## src/rtl/pulse_stretch_pkg.sv

```systemverilog
// ============================================================================
// Module   : pulse_stretch_pkg
// Brief    : Shared state encoding and 100 MHz timing defaults for pulse_stretch.
// Revision : 1.0 - initial release
// ============================================================================
`default_nettype none

package pulse_stretch_pkg;

    typedef enum logic [1:0] {
        IDLE = 2'd0,
        HIGH = 2'd1,
        GAP  = 2'd2
    } stretch_state_t;

    // 100 ms high, 50 ms gap at 100 MHz
    localparam int c_HIGH_CYCLES_100M = 10_000_000;
    localparam int c_GAP_CYCLES_100M  = 5_000_000;

    function automatic int max_int(input int a, input int b);
        return (a > b) ? a : b;
    endfunction

endpackage : pulse_stretch_pkg

`default_nettype wire

```

## src/rtl/pulse_stretch.sv

```systemverilog
// ============================================================================
// Module   : pulse_stretch
// Brief    : Turns single-cycle pulses into fixed-length high levels separated
//            by a fixed low gap, queueing pulses that arrive mid-output.
// Revision : 1.0 - initial release
// ============================================================================
`default_nettype none

module pulse_stretch
    import pulse_stretch_pkg::*;
#(
    parameter int HIGH_CYCLES = c_HIGH_CYCLES_100M,
    parameter int GAP_CYCLES  = c_GAP_CYCLES_100M,
    parameter int PEND_W      = 4
) (
    input  logic              clk_100,
    input  logic              rst,
    input  logic              pulse_in,
    input  logic              ovf_clr,
    output logic              level_out,
    output logic              busy,
    output logic [PEND_W-1:0] pending,
    output logic              overflow
);

    localparam int                c_CNT_W     = $clog2(max_int(HIGH_CYCLES, GAP_CYCLES) + 1);
    localparam logic [c_CNT_W-1:0] c_HIGH_LOAD = c_CNT_W'(HIGH_CYCLES - 1);
    localparam logic [c_CNT_W-1:0] c_GAP_LOAD  = c_CNT_W'(GAP_CYCLES - 1);
    localparam logic [PEND_W-1:0]  c_PEND_MAX  = '1;

    stretch_state_t      r_state;
    logic [c_CNT_W-1:0]  r_cnt;
    logic                r_level;
    logic                r_busy;
    logic [PEND_W-1:0]   r_pending;
    logic                r_overflow;

    stretch_state_t      w_state_nxt;
    logic [c_CNT_W-1:0]  w_cnt_nxt;
    logic                w_req;
    logic                w_cnt_zero;
    logic                w_replay;
    logic                w_drop;
    logic [PEND_W-1:0]   w_pending_nxt;

    // A pulse in IDLE is consumed by the transition and never queued.
    assign w_req      = pulse_in && (r_state != IDLE);
    assign w_cnt_zero = (r_cnt == '0);
    // A pulse landing in the final gap cycle already counts toward the replay.
    assign w_replay   = (r_state == GAP) && w_cnt_zero && ((r_pending != '0) || w_req);
    assign w_drop     = w_req && !w_replay && (r_pending == c_PEND_MAX);

    always_comb begin
        w_pending_nxt = r_pending;
        case ({w_req, w_replay})
            2'b10:   if (r_pending != c_PEND_MAX) w_pending_nxt = r_pending + 1'b1;
            2'b01:   w_pending_nxt = r_pending - 1'b1;
            default: w_pending_nxt = r_pending;
        endcase
    end

    always_comb begin
        w_state_nxt = r_state;
        w_cnt_nxt   = r_cnt;
        case (r_state)
            IDLE: begin
                if (pulse_in) begin
                    w_state_nxt = HIGH;
                    w_cnt_nxt   = c_HIGH_LOAD;
                end
            end
            HIGH: begin
                if (w_cnt_zero) begin
                    w_state_nxt = GAP;
                    w_cnt_nxt   = c_GAP_LOAD;
                end else begin
                    w_cnt_nxt = r_cnt - 1'b1;
                end
            end
            GAP: begin
                if (w_cnt_zero) begin
                    if (w_replay) begin
                        w_state_nxt = HIGH;
                        w_cnt_nxt   = c_HIGH_LOAD;
                    end else begin
                        w_state_nxt = IDLE;
                    end
                end else begin
                    w_cnt_nxt = r_cnt - 1'b1;
                end
            end
            default: begin
                w_state_nxt = IDLE;
                w_cnt_nxt   = '0;
            end
        endcase
    end

    always_ff @(posedge clk_100 or posedge rst) begin
        if (rst) begin
            r_state    <= IDLE;
            r_cnt      <= '0;
            r_level    <= 1'b0;
            r_busy     <= 1'b0;
            r_pending  <= '0;
            r_overflow <= 1'b0;
        end else begin
            r_state   <= w_state_nxt;
            r_cnt     <= w_cnt_nxt;
            r_level   <= (w_state_nxt == HIGH);
            r_busy    <= (w_state_nxt != IDLE);
            r_pending <= w_pending_nxt;
            if (w_drop) begin
                r_overflow <= 1'b1;
            end else if (ovf_clr) begin
                r_overflow <= 1'b0;
            end
        end
    end

    assign level_out = r_level;
    assign busy      = r_busy;
    assign pending   = r_pending;
    assign overflow  = r_overflow;

endmodule : pulse_stretch

`default_nettype wire

```

## config.mk

```make
export PLATFORM = sky130hd
export DESIGN_NAME = pulse_stretch
export DESIGN_NICKNAME = d
export VERILOG_FILES = /design/src/rtl/pulse_stretch_pkg.sv /design/src/rtl/pulse_stretch.sv
export SDC_FILE = /design/constraint.sdc
export NUM_CORES = 1
export LEC_CHECK = 0
export CORE_MARGIN = 2
export CORE_UTILIZATION = 38
export CTS_BUF_LIST = sky130_fd_sc_hd__clkbuf_4 sky130_fd_sc_hd__clkbuf_8 sky130_fd_sc_hd__clkbuf_16
export DETAILED_ROUTE_END_ITERATION = 8
export HOLD_SLACK_MARGIN = 0.08
export PLACE_DENSITY = 0.56
export SETUP_SLACK_MARGIN = 0.2
export SLEW_MARGIN = 20
export SYNTH_ARGS = -nofsm -noshare
export SYNTH_HDL_FRONTEND = slang
export SYNTH_SLANG_ARGS = --single-unit
```

## constraint.sdc

```tcl
create_clock -name clk_100 -period 3.13 [get_ports clk_100]
set_input_delay 0.626 -clock clk_100 [delete_from_list [all_inputs] [get_ports clk_100]]
set_output_delay 0.626 -clock clk_100 [all_outputs]
set_load 0.005 [all_outputs]
```

==> impl_metrics.toml <==
[run_status]
status = "finished, final reports clean"

[sta]
slew-limit-headroom_pct = 57.49
tightest_slew_ns = 0.6310
layout_min_cycle_time_ns = 2.651
setup_ws_ns = 0.4786
fin_skew_ns = 0.006394
tns_ns = 0
hold_viol_final = 0
rsz0062_at_grt = "no"
setup_viol = 0
final-max-slew-violation-count = 0
fmax_mhz = 377.2
fin_crit_sh_pct = 84.71

[power_and_ir_drop]
power_density_mw_per_mm2 = 613.6
p_leak_uw = 0.0009115
ir_drop_mv = 0.3037

[routing]
via_count = 1732
drc = 0
firstDrtPassIters = 4
drtIter0Drc = 53
routed_wl_mm = 5.038
drtAntennaViolNets = 0
post_drt_via_cell_ratio = 5.716
post_drt_wl_per_cell_um = 16.63

[grt]
grt_overflow = 0
grt_pass1_vias = 1623
grt_pass1_wl_mm = 8.604
grt_max_degree = 34
use_met2_pct = 27.88
grt_use_met3_pct = 3.176
use_met1_pct = 27.56
antenna_found_initial = 0
grt_use_total_pct = 18.60
gr-max-usage-layer = "met2"

[clocking]
cts_root_buf = "clkbuf_8"
clk_pin_slew_ns = 0.07
cts_hold_buf = 0
cts-buffers-inserted = 5
clock_latency_ns = 0.29
cts_max_level = 2
clock_sinks = 33
tritoncts = "done"
clockBufferDepth = 2

[setup_path]
r2r_setup_slack_ns = 0.48
reg2reg_to = "pending[2]$_DFFE_PP0P_"
cp.arrival_ns = 2.86
r2r_cells = 11
regToRegStartpoint = "r_cnt[0]$_DFFE_PP0P_"
cp_max_fo = 5
worstPathRequired_ns = 3.34
end_kind = "flop"
crit_type = "flop to flop"
critPathLaunchType = "flop"

[placed_design]
place_ws_ns = 0.2890
port_buffers = 10
gp_congestion = 0.8122
hpwl_mm = 3.517

[die]
start_util_pct = 39.27
top_level_ports = 11
die_area_mm2 = 0.005875
rows = 26
design.core.area_mm2 = 0.005107
die_h_um = 76.65
die_w_um = 76.65

[synthesis]
synthSimpleGateAreaFrac_pct = 26.82
yosysTopAreaCell = "dfrtp_1"
async_reset_ff_share_pct = 100.0
netlist.area_leader.share_pct = 41.17
yosysWarningCount = 0
synth_top_family_by_area = "simple AND/OR/NAND/NOR gates"
synthTopCellsByArea = "dfrtp_1 (41%), nor2_1 (4.3%), or4_1 (3.4%), a21oi_1 (3.0%), o21ai_0 (2.7%)"
synthAdderAreaFrac_pct = 1.871
synthXorXnorAreaFrac_pct = 5.240
synthesis.area_mm2 = 0.002006
synth_edf_count = 0
ys_types = 54
yosysSeqAreaShare_pct = 41.17
ys.flop_type = "dfrtp_1"
synth_compound_area_share_pct = 20.96
syn_inst = 215
synth_mux_area_share_pct = 1.061
synth_area_per_cell_um2 = 9.329
synthesis.nets = 222
synth-seq-cells = 33

[min_path]
min_delay_path_depth = 2
holdCritPathClass = "flop to flop"
hp-start = "overflow$_DFFE_PP0P_"
min_to = "overflow$_DFFE_PP0P_"

[cells_and_area]
layout_common_cells = "dfrtp_1 (33), nor2_1 (23), a21oi_1 (12), buf_4 (12), o21ai_0 (11)"
multi_input_area_mm2 = 0.001134
mostFrequentLayoutCell = "dfrtp_1"
fillCellCount = 505
final_nets = 240
diodes = 0
regArea_um2 = 825.8
syn_to_final_growth_pct = 16.78
drive_gt1_share_pct = 15.02

[job]
maxCapViolCount = 0
[per-layer routing]
| metal | vias up | part of all wire [%] |
|---|---|---|
| met2 | 37 | 44 |
| met1 | 835 | 50 |
| met5 | - | 0 |
| met3 | 6 | 4.1 |
| met4 | 0 | 1.3 |
| li1 | 854 | - |
[worst max-delay path, cell delays in order, from the launching register on]
cell	delay, ns
dfrtp_1	0.39
inv_1	0.11
ha_1	0.17
nor4b_2	0.24
and2_1	0.25
nand2_1	0.10
nor3_2	0.25
xor2_1	0.11
ha_1	0.20
or4_1	0.50
o21ai_0	0.11
xor2_1	0.15
[power by group]
group	switching (µW)	leakage, µW	internal [µW]
Sequential	154	0.000390	535
Combinational	172	0.000474	237
Clock	155	0.0000477	183
Total	482	0.000912	956
[per-stage QoR]
stage / power (µW) / area, µm² / hold WS, ns / util [%] / std cells
3_3_place_gp: 1099 / 2241 / 0.5270 / 43.88 / 296
4_1_cts: 1447 / 2331 / 0.5473 / 45.64 / 303
6_report: 1437 / 2342 / 0.5464 / 45.86 / 303
2_1_floorplan: 944.0 / 2006 / 0.5005 / - / 215
3_5_place_dp: 1104 / 2241 / 0.5370 / 43.88 / 296
5_1_grt: 1545 / 2342 / 0.5719 / 45.86 / 303
[synthesized netlist by cell type (4+ instances only)]
cell and instances:
xor2_1 6, clkbuf_1 10, nand2_1 10, o21ai_0 11
xnor2_1 6, dfrtp_1 33, o21a_1 4, nor2_1 23
nand3_1 5, o221a_2 4, or4_1 9, inv_1 4
o211ai_1 4, nor3_1 9, nor4_1 4, a21oi_1 12
[state kept, by name (all words and copies together) (netlist names)]
name,cells
level_out,1
overflow,1
busy,1
r_state,2
pending,4
r_cnt,24
[final cells by class]
type,count,share of cell area [%]
clock buffers,7,3.846
inverters,4,0.6410
multi-input cells,167,48.40
flip-flops and latches,33,35.26
well taps,70,3.739
repair buffers,22,8.120
[worst max path at each step]
stage | from | to | slack, ns | cells after the start
floorplan | r_cnt[5]$_DFFE_PP0P_ | pending[2]$_DFFE_PP0P_ | 0.45 | 11
CTS | r_cnt[0]$_DFFE_PP0P_ | pending[2]$_DFFE_PP0P_ | 0.28 | 11
detailed placement | r_cnt[0]$_DFFE_PP0P_ | pending[2]$_DFFE_PP0P_ | 0.29 | 11
global placement | r_cnt[0]$_DFFE_PP0P_ | pending[2]$_DFFE_PP0P_ | 0.36 | 11
global route | r_cnt[0]$_DFFE_PP0P_ | pending[2]$_DFFE_PP0P_ | 0.27 | 11
finish | r_cnt[0]$_DFFE_PP0P_ | pending[2]$_DFFE_PP0P_ | 0.48 | 11
[kinds of logic after synthesis]
kind of cell | count (synthesis)
AND/OR/NAND/NOR | 91
XOR/XNOR | 12
buffers and inverters | 15
multiplexers | 2
adder cells (fa/ha/maj) | 3
AO/OA/AOI/OAI | 59
flip-flops | 33
[what timing repair did]
action | in CTS | in global routing
gates resized for setup | 0 | 2
setup buffers | 0 | 0
setup endpoints to repair | 0 | 1
Note: power is estimated with default switching activity, not from simulation.
